[src/rtl/cond_pkg.sv]
// Shared constants for the ARM condition-evaluation unit: condition codes
// and NZCV flag bit positions.
package cond_pkg;

    localparam logic [3:0] COND_EQ = 4'b0000;
    localparam logic [3:0] COND_NE = 4'b0001;
    localparam logic [3:0] COND_CS = 4'b0010;
    localparam logic [3:0] COND_CC = 4'b0011;
    localparam logic [3:0] COND_MI = 4'b0100;
    localparam logic [3:0] COND_PL = 4'b0101;
    localparam logic [3:0] COND_VS = 4'b0110;
    localparam logic [3:0] COND_VC = 4'b0111;
    localparam logic [3:0] COND_HI = 4'b1000;
    localparam logic [3:0] COND_LS = 4'b1001;
    localparam logic [3:0] COND_GE = 4'b1010;
    localparam logic [3:0] COND_LT = 4'b1011;
    localparam logic [3:0] COND_GT = 4'b1100;
    localparam logic [3:0] COND_LE = 4'b1101;
    localparam logic [3:0] COND_AL = 4'b1110;
    localparam logic [3:0] COND_NV = 4'b1111;

    localparam int FLAG_N = 3;
    localparam int FLAG_Z = 2;
    localparam int FLAG_C = 1;
    localparam int FLAG_V = 0;

endpackage

[src/rtl/cond_decode.sv]
// Combinational decode of one 4-bit ARM condition field against NZCV flags.
module cond_decode
    import cond_pkg::*;
(
    input  logic [3:0] cond,
    input  logic [3:0] flags,
    input  logic       nv_mode,
    output logic       ok
);

    logic n, z, c, v;

    assign n = flags[FLAG_N];
    assign z = flags[FLAG_Z];
    assign c = flags[FLAG_C];
    assign v = flags[FLAG_V];

    always_comb begin
        ok = 1'b0;
        unique case (cond)
            COND_EQ: ok = z;
            COND_NE: ok = !z;
            COND_CS: ok = c;
            COND_CC: ok = !c;
            COND_MI: ok = n;
            COND_PL: ok = !n;
            COND_VS: ok = v;
            COND_VC: ok = !v;
            COND_HI: ok = c & !z;
            COND_LS: ok = !c | z;
            COND_GE: ok = (n == v);
            COND_LT: ok = (n != v);
            COND_GT: ok = !z & (n == v);
            COND_LE: ok = z | (n != v);
            COND_AL: ok = 1'b1;
            COND_NV: ok = nv_mode;
            default: ok = 1'b0;
        endcase
    end

endmodule

[src/rtl/cond_eval_unit.sv]
// Multi-channel condition-evaluation stage: NZCV flag register, optional
// same-cycle flag bypass, and a registered pass/fail output with stall/flush.
module cond_eval_unit
    import cond_pkg::*;
#(
    parameter int NUM_CH  = 2,
    parameter int BYPASS  = 1,
    parameter int NV_MODE = 0
)
(
    input  logic                  CLK,
    input  logic                  RST_N,
    input  logic                  FLAG_WE,
    input  logic [3:0]            FLAG_IN,
    input  logic                  IN_VALID,
    input  logic [4*NUM_CH-1:0]   COND,
    input  logic                  HOLD,
    input  logic                  FLUSH,
    output logic                  OUT_VALID,
    output logic [NUM_CH-1:0]     COND_OK,
    output logic [3:0]            FLAGS
);

    localparam logic USE_BYPASS = (BYPASS != 0);
    localparam logic NV_BIT     = (NV_MODE != 0);

    logic [3:0]        flags_q, flags_d;
    logic [3:0]        eff_flags;
    logic              out_valid_q, out_valid_d;
    logic [NUM_CH-1:0] cond_ok_q, cond_ok_d;
    logic [NUM_CH-1:0] ch_ok;

    // Flag register writes ignore HOLD/FLUSH: an S-bit result is architectural.
    always_comb begin
        flags_d = flags_q;
        if (FLAG_WE) begin
            flags_d = FLAG_IN;
        end
    end

    assign eff_flags = (USE_BYPASS && FLAG_WE) ? FLAG_IN : flags_q;

    for (genvar i = 0; i < NUM_CH; i++) begin : g_ch
        cond_decode u_decode (
            .cond    (COND[4*i +: 4]),
            .flags   (eff_flags),
            .nv_mode (NV_BIT),
            .ok      (ch_ok[i])
        );
    end

    // Output stage: FLUSH beats HOLD; gating with IN_VALID keeps COND_OK clean.
    always_comb begin
        out_valid_d = out_valid_q;
        cond_ok_d   = cond_ok_q;
        if (FLUSH) begin
            out_valid_d = 1'b0;
            cond_ok_d   = '0;
        end else if (!HOLD) begin
            out_valid_d = IN_VALID;
            cond_ok_d   = ch_ok & {NUM_CH{IN_VALID}};
        end
    end

    always_ff @(posedge CLK or negedge RST_N) begin
        if (!RST_N) begin
            flags_q     <= 4'b0000;
            out_valid_q <= 1'b0;
            cond_ok_q   <= '0;
        end else begin
            flags_q     <= flags_d;
            out_valid_q <= out_valid_d;
            cond_ok_q   <= cond_ok_d;
        end
    end

    assign FLAGS     = flags_q;
    assign OUT_VALID = out_valid_q;
    assign COND_OK   = cond_ok_q;

endmodule

[config.mk]
export PLATFORM = sky130hd
export DESIGN_NAME = cond_eval_unit
export DESIGN_NICKNAME = d
export VERILOG_FILES = /design/src/rtl/cond_pkg.sv /design/src/rtl/cond_decode.sv /design/src/rtl/cond_eval_unit.sv
export SDC_FILE = /design/constraint.sdc
export NUM_CORES = 1
export LEC_CHECK = 0
export CAP_MARGIN = 20
export CORE_MARGIN = 1.5
export CORE_UTILIZATION = 45
export CTS_CLUSTER_SIZE = 40
export DETAILED_ROUTE_END_ITERATION = 8
export MAX_ROUTING_LAYER = met4
export PLACE_DENSITY = 0.78
export SETUP_SLACK_MARGIN = 0.4
export SYNTH_ARGS = -nofsm -noshare
export SYNTH_HDL_FRONTEND = slang
export SYNTH_SLANG_ARGS = --single-unit
[constraint.sdc]
create_clock -name CLK -period 3.6 [get_ports CLK]
set_clock_uncertainty 0.2 [all_clocks]
set_input_delay 0.54 -clock CLK [delete_from_list [all_inputs] [get_ports CLK]]
set_output_delay 0.54 -clock CLK [all_outputs]
set_load 0.1 [all_outputs]
Word-level counts from Yosys, hierarchy flattened
Index checks and enable logic that the tools add are counted.
Word-level totals
  logic and storage cells: 54
  flip-flop bits (word level): 7
  bits of input ports: 18
  output and inout bits: 7
Operators by class
  muxes and demuxes: 7
  eq/ne operators: 33
  reduce and logical (&&, ||, !) cells: 6
  bitwise logic cells: 5
Operator list (number)
  4-bit == test (second input constant): 16
  4-bit by 3-bit == test with 1-bit output (second input constant): 8
  1-bit one-hot mux with 16 select lines: 2
  4-bit by 2-bit == test with 1-bit output (second input constant): 4
  4-bit by 1-bit == test with 1-bit output (second input constant): 2
  4-bit logical NOT: 2
  1-bit logical NOT: 4
  2-bit two-way mux: 2
  4-bit two-way mux: 1
  1-bit AND: 2
  2-bit AND: 1
  1-bit two-way mux: 2
  2-bit by 1-bit inequality test with 1-bit output (second input constant): 1
  1-bit OR: 2
  1-bit == test: 1
  1-bit inequality test: 1

Logic depth before layout (Yosys ltp)
Gate-level depths: netlist of run 1.
  depth after elaboration: 7
  mapped depth: 8
  mapped depth without buffers: 7

Modules after synthesis
Synthesis of run 1 repeated with hierarchy kept, for this count alone.
Unflattened totals
  cells, all modules: 72
  area, all modules: 688.2 um^2
Modules (own cells, without submodules)
  cond_decode: instances 2, sequential area each 0.0 um^2, area each 210.2 um^2, cells each 27
  cond_eval_unit: instances 1, sequential area each 175.2 um^2, area each 267.8 um^2, cells each 18

Worst setup path before layout of run 1
No wires, ideal clock.
  path kind: reg-to-reg
  start: register flags_q[0] (netlist: FLAGS[0])
  end: register cond_ok_q[1] (netlist: COND_OK[1])
  path buffers: 0
  setup slack: 1.051 ns
  required time: 3.296 ns
  period minus slack after synthesis: 2.549 ns
  library setup time: 0.104 ns
  arrival: 2.246 ns
  stages on the path, launching flop included: 7
  cell sequence: dfrtp_1 -> xor2_1 -> mux4_2 -> xor2_1 -> nor3b_1 -> nor3_1 -> o41ai_2
On the way
  longest elaborated chain between the ends: 7
  elaborated cells between the ends (all ways): 10
  those cells by class: 2 x eq/ne; 4 x mux; 3 x bitwise; 1 x reduce/logical
Ends and longest elaborated chain
  start: declaration: line cond_eval_unit.sv:27  | logic [3:0] flags_q, flags_d;
  start signal: assignment: line cond_eval_unit.sv:71  | flags_q <= flags_d;
  4-bit two-way mux (*): line cond_eval_unit.sv:41  | assign eff_flags = (USE_BYPASS && FLAG_WE) ? FLAG_IN : flags_q;
  1-bit inequality test or 1-bit == test (tied branches)
  1-bit OR or 1-bit AND (tied branches): line cond_decode.sv:34, cond_decode.sv:33
  1-bit one-hot mux with 16 select lines (*): line cond_decode.sv:20  | unique case (cond)
  2-bit AND (*): line cond_eval_unit.sv:61  | cond_ok_d = ch_ok & {NUM_CH{IN_VALID}};
  2-bit two-way mux (*): line cond_eval_unit.sv:59  | end else if (!HOLD) begin
  2-bit two-way mux (*): line cond_eval_unit.sv:56  | if (FLUSH) begin
  end signal: assignment: line cond_eval_unit.sv:73  | cond_ok_q <= cond_ok_d;
  end: declaration: line cond_eval_unit.sv:30  | logic [NUM_CH-1:0] cond_ok_q, cond_ok_d;
Mark *: on every way between the ends. The rest lies on a longest branch, timed or not. The select of a mux whose other input is x is not followed.
A chain may end at the register's enable or synchronous reset.

Worst setup path after layout of run 1
  start: input FLAG_WE
  end: register cond_ok_q[1] (netlist: COND_OK[1])
On the way
  longest elaborated chain between the ends: 7
  elaborated cells between the ends (all ways): 15
  those cells by class: 2 x eq/ne; 4 x mux; 5 x bitwise; 4 x reduce/logical
Ends and longest elaborated chain
  start: declaration: line cond_eval_unit.sv:13  | input logic FLAG_WE,
  4-bit two-way mux (*): line cond_eval_unit.sv:41
  1-bit inequality test (tied with other cells): line cond_decode.sv:32, cond_decode.sv:34
  1-bit OR (tied with other cells): line cond_decode.sv:34  | COND_LE: ok = z | (n != v);
  1-bit one-hot mux with 16 select lines (*): line cond_decode.sv:20
  2-bit AND (*): line cond_eval_unit.sv:61
  2-bit two-way mux (*): line cond_eval_unit.sv:59
  2-bit two-way mux (*): line cond_eval_unit.sv:56
Marks and branches as above.

==> results of run 1 <==
## worst max-delay path by stage
stage,startpoint,slack [ns],end
3_5_place_dp,FLAG_WE,0.71,COND_OK[1]
3_3_place_gp,FLAG_WE,0.74,COND_OK[1]
6_report,FLAG_WE,0.99,COND_OK[1]
2_1_floorplan,FLAGS[0],1.05,COND_OK[1]
4_1_cts,FLAG_WE,0.97,COND_OK[1]
5_1_grt,FLAG_WE,0.77,COND_OK[1]
## cells in the final DEF, fill, tap and decap left out, types with 2 or more instances in the layout
cell type,instances
xor2_1,5
mux2_2,2
clkbuf_4,3
or4_1,2
o21ai_0,2
nand2b_1,5
nand2_1,6
clkdlybuf4s50_1,24
mux2i_1,3
nor3b_1,2
dfrtp_1,7
mux4_2,2
a21oi_1,5
nor2_1,6
## registers in the layout (all words and copies together), names as in the netlist
signal and cells:
COND_OK 2, OUT_VALID 1, FLAGS 4
## power by group through the flow
stage | sequential (mW) | combinational (mW) | clock (mW)
after CTS | 0.0901 | 0.146 | 0.0787
after detailed placement | 0.0914 | 0.145 | 0
after floorplan | 0.136 | 0.0512 | 0
after global routing | 0.0906 | 0.154 | 0.0794
after global placement | 0.0915 | 0.144 | 0
final | 0.0901 | 0.146 | 0.0737
## Yosys cell counts
master	count
nor2_1	6
buf_2	1
o31ai_1	1
nor4b_1	1
buf_6	1
a21oi_1	5
xor2_1	5
or4_1	2
o21ai_0	2
and4b_1	1
xnor2_1	1
nand2b_1	5
mux2_2	2
mux2i_1	3
a2111oi_4	1
nor2b_1	1
nor4_1	1
o21a_1	1
o32a_1	1
mux4_2	2
o311ai_1	1
or3b_2	1
o41ai_2	1
mux2_4	1
dfrtp_1	7
nor3_1	1
clkinv_1	1
o22ai_1	1
nor3b_1	2
nand2_1	6
a211oi_1	1
## per-layer routing
layer	vias up	wire length (um)	global-route usage, %
li1	308	-	-
met5	-	0	-
met3	4	65	3.26
met2	21	692	32.9
met1	270	780	33.0
met4	0	28	12.5
## kinds of logic after synthesis
group                  after synthesis  share of synthesized area, %
AO/OA/AOI/OAI                       15                          19.8
XOR/XNOR                             6                          8.24
buffers and inverters                3                          3.14
flip-flops                           7                          27.5
multiplexers                         8                          17.6
AND/OR/NAND/NOR                     27                          23.7
## worst max-delay path, delay by kind of cell
kind / cells / cell delay, ns
AO/OA/AOI/OAI: 1 / 0.28
XOR/XNOR: 1 / 0.16
buffers and inverters: 1 / 0.71
multiplexers: 1 / 0.57
AND/OR/NAND/NOR: 2 / 0.30
## through the flow
step / area, sq um / cells / hold slack, ns
finish: 907 / 107 / 0.297
global route: 907 / 107 / 0.355
CTS: 907 / 107 / 0.294
global placement: 881 / 103 / 0.283
floorplan: 638 / 66 / 0.0444
detailed placement: 881 / 103 / 0.278
## cell type report
cell class                 instances  share of cell area, %
sequential                         7                   19.3
inverter                           1                  0.414
multi-input combinational         56                   48.8
tap                               15                   2.07
clock buffer                       4                   2.90
timing repair buffer              24                   26.5
==> flow_metrics.env, run 1 <==
export IMPL_syn_nets=84
export IMPL_start_util_pct=48.4
export IMPL_gp_congestion=0.864
export IMPL_comb_power_share_pct=47.1
export IMPL_worstRegToRegCells=6
export IMPL_synth_top_cell_area_share_pct=27.5
export IMPL_power_leakage_nw=0.341
export IMPL_finalCriticalPeriod_ns=2.61
export IMPL_antenna_found_initial=0
export IMPL_cp_slowest_stage_delay_ns=0.71
export IMPL_die_w_um=40.7
export IMPL_cts_sinks=7
export IMPL_seqPwrFrac_pct=29.1
export IMPL_numCtsBuffers=3
export IMPL_post_route_util_pct=68.9
export IMPL_setup_violations=0
export IMPL_yosys_top_cells_area="dfrtp_1 (27%), mux4_2 (7.1%), xor2_1 (6.9%)"
export IMPL_grt_pass1_wl_mm=2.40
export IMPL_dp_slack_ns=0.707
export IMPL_rsz0062_at_grt="no"
export IMPL_htree_num_levels=1
export IMPL_total_power_mw=0.310
export IMPL_synth_warnings=0
export IMPL_clockRootBuffer="clkbuf_4"
export IMPL_regToRegSetupSlack_ns=1.48
export IMPL_postSynthCellCount=66
export IMPL_synth_seq_cells=7
export IMPL_die_y_um=40.7
export IMPL_syn2layout_area_growth_pct=42.2
export IMPL_synth_distinct_cells=31
export IMPL_coreArea_sq_um=1320
export IMPL_status="finished clean"
export IMPL_holdPathStages=2
export IMPL_n_antenna_cell=0
export IMPL_critPathArrivalTime_ns=2.56
export IMPL_hp_start="COND_OK[1]"
export IMPL_ctsResizeCount=0
export IMPL_grt_pass1_vias=555
export IMPL_grt_use_total_pct=23.6
export IMPL_slew_headroom_pct=34.5
export IMPL_hold_viol=0
export IMPL_multiInputGateArea_sq_um=443
export IMPL_cts_tree="yes"
export IMPL_wl_per_cell_um=14.6
export IMPL_min_path_type="reg2reg"
export IMPL_nNetsFinal=111
export IMPL_drc=0
export IMPL_crit_slowest_cell="clkdlybuf4s50_1"
export IMPL_pwr_share_clk_pct=23.8
export IMPL_register_area_sq_um=175
export IMPL_whs_endpoint="COND_OK[1]"
export IMPL_p_int_mw=0.183
export IMPL_drive_gt1_share_pct=12.0
export IMPL_maxSlewViolCount=0
export IMPL_portBuffers=24
export IMPL_p_sw_share_pct=40.8
export IMPL_ios=25
export IMPL_drt_wl_total_mm=1.57
export IMPL_synthesis_area_sq_um=638
export IMPL_fmax_mhz=384
export IMPL_worst_ep_required_time_ns=3.55
export IMPL_grt_max_degree=9
export IMPL_path_max_fanout=8
export IMPL_fillerInstances=119
export IMPL_grt_ovfl_total=0
export IMPL_crit_type="in2reg"
export IMPL_drv_cap=0
export IMPL_post_cts_buffers=0
export IMPL_insertion_delay_ns=0.25
export IMPL_ant_nets=0
export IMPL_ir_drop_v=0.000291
export IMPL_hold_buffers=0
export IMPL_worstReg2RegEnd="COND_OK[1]"
export IMPL_vias=603
export IMPL_rows=13
export IMPL_p_per_area_nw_per_um2=341
export IMPL_die_area_sq_um=1650
export IMPL_setup_ws_ns=0.993
export IMPL_yosys_area_top_type="dfrtp_1"
export IMPL_startpoint_type="input pin"
export IMPL_r2r_start="FLAGS[0]"
export IMPL_worst_pin_slew_ns=0.979
export IMPL_ys_seq_area_share_pct=27.5
export IMPL_syn_avg_cell_area_sq_um=9.67
export IMPL_clk_pin_slew_ns=0.06
export IMPL_finalSetupTns_ns=0
export IMPL_vias_per_cell=5.64
export IMPL_power_net_switching_mw=0.126
export IMPL_post_dp_hpwl_mm=1.21
export IMPL_crit_chain="clkdlybuf4s50_1 -> mux4_2 -> xor2_1 -> nor3b_1 -> nor3_1 -> o41ai_2"
export IMPL_end_kind="flip-flop"
export IMPL_cts_buffer_depth=2
export IMPL_first_pass_iters=4
export IMPL_drtIter0Drc=12
export IMPL_period_share_pct=72.4
Power figures use the tool's default switching activity.
==> inputs of run 2 (changes only) <==
--- a/config.mk
+++ b/config.mk
@@ -7,11 +7,11 @@
 export LEC_CHECK = 0
 export CAP_MARGIN = 20
 export CORE_MARGIN = 1.5
-export CORE_UTILIZATION = 45
+export CORE_UTILIZATION = 38
 export CTS_CLUSTER_SIZE = 40
 export DETAILED_ROUTE_END_ITERATION = 8
 export MAX_ROUTING_LAYER = met4
-export PLACE_DENSITY = 0.78
+export PLACE_DENSITY = 0.7
 export SETUP_SLACK_MARGIN = 0.4
 export SYNTH_ARGS = -nofsm -noshare
 export SYNTH_HDL_FRONTEND = slang
==> constraint.sdc (replaced) <==
create_clock -name CLK -period 2.3 [get_ports CLK]
set_clock_uncertainty 0.2 [all_clocks]
set_input_delay 0.345 -clock CLK [delete_from_list [all_inputs] [get_ports CLK]]
set_output_delay 0.345 -clock CLK [all_outputs]
set_load 0.1 [all_outputs]
==> run 2 against run 1 <==
Net effect:
- routed wire length is 20% higher
- sequential power increased by 62%
- register-to-register slack got worse by 1.3 ns
- highest routed layer unchanged
- critical endpoint unchanged
- critical path depth up 1
- critical path type unchanged
- clock power is 51% higher
- final area grew 17%
==> flow_metrics.env, run 2 (synthesized netlist as in run 1, its figures left out) <==
export IMPL_ir_drop_v=0.000337
export IMPL_die_y_um=44.0
export IMPL_post_route_util_pct=68.9
export IMPL_final_common_cell="buf_4"
export IMPL_start_util_pct=41.4
export IMPL_drv_cap=0
export IMPL_final_cell_count_no_fill=127
export IMPL_antenna_found_initial=0
export IMPL_topRoutingLayerUsed="met4"
export IMPL_hold_viol=0
export IMPL_path_max_fanout=2
export IMPL_post_dp_hpwl_mm=1.53
export IMPL_grt_max_degree=9
export IMPL_grt_ovfl_total=0
export IMPL_drc=0
export IMPL_slew_headroom_pct=78.2
export IMPL_final_cell_mix="buf_4 (24), clkdlybuf4s50_1 (14), nand2_1 (6), nor2_1 (6)"
export IMPL_syn2layout_area_growth_pct=66.5
export IMPL_setup_violations=0
export IMPL_insertion_delay_ns=0.25
export IMPL_r2r_start="FLAGS[0]"
export IMPL_cts_tree="yes"
export IMPL_total_power_mw=0.520
export IMPL_worst_ep_required_time_ns=2.25
export IMPL_critPathArrivalTime_ns=2.05
export IMPL_end_kind="flip-flop"
export IMPL_fmax_mhz=475
export IMPL_setup_ws_ns=0.197
export IMPL_min_path_type="in2async"
export IMPL_wl_met1_um=801
export IMPL_drtIter0Drc=11
export IMPL_htree_num_levels=1
export IMPL_p_per_area_nw_per_um2=490
export IMPL_dp_cells=121
export IMPL_status="finished clean"
export IMPL_first_pass_iters=4
export IMPL_regToRegSetupSlack_ns=0.21
export IMPL_drive_gt1_share_pct=38.7
export IMPL_grt_pass1_vias=686
export IMPL_die_w_um=44.0
export IMPL_ant_nets=0
export IMPL_wl_per_cell_um=14.8
export IMPL_numCtsBuffers=3
export IMPL_finalCriticalPeriod_ns=2.10
export IMPL_clk_pin_slew_ns=0.05
export IMPL_worstReg2RegEnd="COND_OK[1]"
export IMPL_cts_buffer_depth=2
export IMPL_worstRegToRegCells=6
export IMPL_vias_per_cell=5.60
export IMPL_maxSlewViolCount=0
export IMPL_cts_sinks=7
export IMPL_grt_use_total_pct=24.1
export IMPL_power_leakage_nw=0.447
export IMPL_dp_slack_ns=-0.204
export IMPL_die_area_sq_um=1930
export IMPL_startpoint_type="input pin"
export IMPL_ios=25
export IMPL_clockRootBuffer="clkbuf_4"
export IMPL_nNetsFinal=130
export IMPL_grt_pass1_wl_mm=3.19
export IMPL_wl_met3_um=69
export IMPL_period_share_pct=91.5
export IMPL_gp_congestion=0.797
export IMPL_crit_type="in2reg"
export IMPL_rows=14
export IMPL_drt_wl_total_mm=1.89
export IMPL_n_antenna_cell=0
export IMPL_wl_met2_um=978
export IMPL_largest_reg_flops=4
export IMPL_coreArea_sq_um=1540
export IMPL_rsz0062_at_grt="yes"
export IMPL_worst_pin_slew_ns=0.327
export IMPL_portBuffers=24
export IMPL_hold_slack_ns=0.155
export IMPL_vias=711
-- run 2: worst max-delay path: stages --
cell	delay, ns
clkdlybuf4s50_1	0.42
nand2b_1	0.18
mux4_2	0.48
xor2_1	0.16
nor3b_1	0.18
nor3_1	0.08
o41ai_2	0.21
-- run 2: layer usage --
layer | GRT usage (%) | up-vias
met5 | - | -
met2 | 35.9 | 16
li1 | - | 342
met4 | 16.4 | 0
met3 | 5.42 | 4
met1 | 28.6 | 349
-- run 2: power by group --
part           internal, mW  switching (mW)
sequential            0.136         0.00969
clock                0.0662          0.0449
combinational         0.112           0.151
-- run 2: cell type report --
| class | instances | area, sq um |
|---|---|---|
| Fill cell | 139 | 479 |
| Multi-Input combinational cell | 56 | 458 |
| Timing Repair Buffer | 43 | 369 |
| Sequential cell | 7 | 185 |
| Clock buffer | 4 | 26.3 |
| Tap cell | 16 | 20.0 |
| Inverter | 1 | 3.75 |
-- run 2: repair_timing --
item	CTS	global route
hold buffers	0	0
endpoints found under the setup margin	2	2
buffers inserted	2	0
pin swaps	5	3
resized for setup	7	0
hold endpoints to repair	0	0
-- run 2: worst max-delay path by stage --
stage,from,end,slack [ns],cells after the start
finish,FLAG_IN[2],COND_OK[1],0.20,7
floorplan,FLAGS[0],COND_OK[1],0.06,6
detailed placement,FLAG_WE,COND_OK[1],-0.20,8
global placement,FLAG_WE,COND_OK[1],-0.17,7
CTS,FLAGS[0],COND_OK[1],0.20,6
global route,FLAGS[0],COND_OK[1],0.14,6
-- run 2: metrics by stage --
stage	instance area [sq um]	setup TNS, ns
after floorplan	648	0
after global placement	1000	-0.324
after CTS	1060	0
after detailed placement	1000	-0.391
final	1060	0
after global routing	1060	0
==> inputs of run 3 (changes only) <==
--- a/config.mk
+++ b/config.mk
@@ -6,13 +6,14 @@
 export NUM_CORES = 1
 export LEC_CHECK = 0
 export CAP_MARGIN = 20
+export CORE_ASPECT_RATIO = 1.2
 export CORE_MARGIN = 1.5
 export CORE_UTILIZATION = 38
 export CTS_CLUSTER_SIZE = 40
 export DETAILED_ROUTE_END_ITERATION = 8
-export MAX_ROUTING_LAYER = met4
 export PLACE_DENSITY = 0.7
 export SETUP_SLACK_MARGIN = 0.4
 export SYNTH_ARGS = -nofsm -noshare
 export SYNTH_HDL_FRONTEND = slang
 export SYNTH_SLANG_ARGS = --single-unit
+export TNS_END_PERCENT = 5
==> run 3 against run 2 <==
Net effect:
- core utilization shrank 2.1 points
- die area is essentially flat
- hold slack gained 0.0071 ns
- combinational power is essentially flat
- critical path type is now reg2reg
==> flow_metrics.env, run 3 (synthesized netlist as in run 1, its figures left out) <==
export IMPL_nNetsFinal=130
export IMPL_post_dp_hpwl_mm=1.37
export IMPL_cp_slowest_stage_delay_ns=0.48
export IMPL_fmax_mhz=481
export IMPL_finalCriticalPeriod_ns=2.08
export IMPL_slew_headroom_pct=77.0
export IMPL_final_common_cell="buf_4"
export IMPL_die_y_um=47.9
export IMPL_hold_buffers=0
export IMPL_dpl_cell_area_sq_um=1000
export IMPL_critPathArrivalTime_ns=2.03
export IMPL_numCtsBuffers=3
export IMPL_setup_violations=0
export IMPL_wl_per_cell_um=13.6
export IMPL_drt_wl_total_mm=1.76
export IMPL_antenna_found_initial=0
export IMPL_portBuffers=24
export IMPL_worst_ep_required_time_ns=2.25
export IMPL_first_pass_iters=3
export IMPL_grt_ovfl_total=0
export IMPL_ios=25
export IMPL_startpoint_type="flip-flop"
export IMPL_maxSlewViolCount=0
export IMPL_clk_pin_slew_ns=0.06
export IMPL_post_route_util_pct=66.8
export IMPL_cts_tree="yes"
export IMPL_r2r_start="FLAGS[3]"
export IMPL_die_area_sq_um=1940
export IMPL_crit_buf_inv=0
export IMPL_worstRegToRegCells=6
export IMPL_grt_pass1_wl_mm=2.56
export IMPL_rows=16
export IMPL_vias_per_cell=5.08
export IMPL_path_max_fanout=3
export IMPL_worstReg2RegEnd="COND_OK[1]"
export IMPL_final_cell_count_no_fill=129
export IMPL_largest_reg_flops=4
export IMPL_hold_viol=0
export IMPL_clockRootBuffer="clkbuf_4"
export IMPL_htree_num_levels=1
export IMPL_vias=655
export IMPL_cts_buffer_depth=2
export IMPL_drv_cap=0
export IMPL_grt_max_degree=8
export IMPL_regToRegSetupSlack_ns=0.22
export IMPL_use_met2_pct=34.3
export IMPL_path_depth=6
export IMPL_endpoint="COND_OK[1]"
export IMPL_final_cell_mix="buf_4 (26), clkdlybuf4s50_1 (13), nand2_1 (6), nor2_1 (6), a21oi_1 (5)"
export IMPL_min_path_type="in2async"
export IMPL_use_met1_pct=24.6
export IMPL_drc=0
export IMPL_critical_path_startpoint="FLAGS[3]"
export IMPL_drtIter0Drc=5
export IMPL_grt_util_met3_pct=1.40
export IMPL_worst_pin_slew_ns=0.344
export IMPL_die_w_um=40.4
export IMPL_ir_drop_v=0.000349
export IMPL_crit_chain="xor2_2 -> mux4_2 -> xor2_1 -> nor3b_2 -> nor3_1 -> o41ai_2"
export IMPL_syn2layout_area_growth_pct=67.6
export IMPL_gp_congestion=0.791
export IMPL_dp_cells=123
export IMPL_crit_slowest_cell="dfrtp_4"
export IMPL_drive_gt1_share_pct=40.5
export IMPL_coreArea_sq_um=1600
export IMPL_p_per_area_nw_per_um2=488
export IMPL_critPathTopFamily="flip-flops"
export IMPL_n_antenna_cell=0
export IMPL_rsz0062_at_grt="yes"
export IMPL_end_kind="flip-flop"
export IMPL_ant_nets=0
export IMPL_cts_sinks=7
export IMPL_grt_busiest_layer="met2"
export IMPL_insertion_delay_ns=0.25
export IMPL_start_util_pct=39.8
export IMPL_status="finished clean"
export IMPL_grt_use_total_pct=20.3
export IMPL_grt_pass1_vias=589
export IMPL_finalSetupTns_ns=0
export IMPL_crit_type="reg2reg"
export IMPL_power_leakage_nw=0.453
export IMPL_period_share_pct=90.3
export IMPL_fin_area_sq_um=1070
run 3: cell types whose count changed in the layout (fill, tap and decap cells not counted), sizes merged:
cell           change
clkdlybuf4s50      -1
clkdlybuf4s15      +1
run 3: final cells by class:
cell class              count  area, sq um
inverters                   1         3.75
fillers                   125          532
repair buffers             43          362
multi-input cells          56          470
well taps                  18         22.5
clock buffers               4         26.3
flip-flops and latches      7          185
run 3: worst min-delay path by stage:
stage | to | depth (start not counted)
3_3_place_gp | COND_OK[1] | 2
5_1_grt | FLAGS[3] | 1
3_5_place_dp | COND_OK[1] | 2
6_report | FLAGS[0] | 1
2_1_floorplan | COND_OK[0] | 0
4_1_cts | FLAGS[0] | 1
run 3: per-stage QoR:
step	power [mW]	hold slack [ns]	worst slack, ns
2_1_floorplan	0.297	-0.151	0.0619
3_3_place_gp	0.397	0.282	-0.249
3_5_place_dp	0.400	0.289	-0.288
4_1_cts	0.523	0.170	0.190
5_1_grt	0.550	0.186	0.148
6_report	0.522	0.162	0.223
run 3: where the power goes:
part	switching, mW	internal, mW
combinational	0.152	0.113
sequential	0.00860	0.136
clock	0.0460	0.0663
run 3: worst register-to-register path: stages (launching register included):
cell	delay, ns
dfrtp_4	0.48
xor2_2	0.19
mux4_2	0.48
xor2_1	0.17
nor3b_2	0.18
nor3_1	0.09
o41ai_2	0.19
run 3: per-layer routing:
layer | wire, um | share of wire, % | up-vias
li1 | - | - | 339
met1 | 762 | 43 | 305
met2 | 943 | 54 | 9
met3 | 38 | 2.2 | 2
met4 | 13 | 0.74 | 0
met5 | 0 | 0 | -
run 3: what timing repair did:
| item | 4_1_cts | 5_1_grt |
|---|---|---|
| gates resized for setup | 7 | 2 |
| setup buffers | 2 | 0 |
| pin swaps | 5 | 1 |
| endpoints found under the setup margin | 2 | 2 |
| cloned | 0 | 0 |
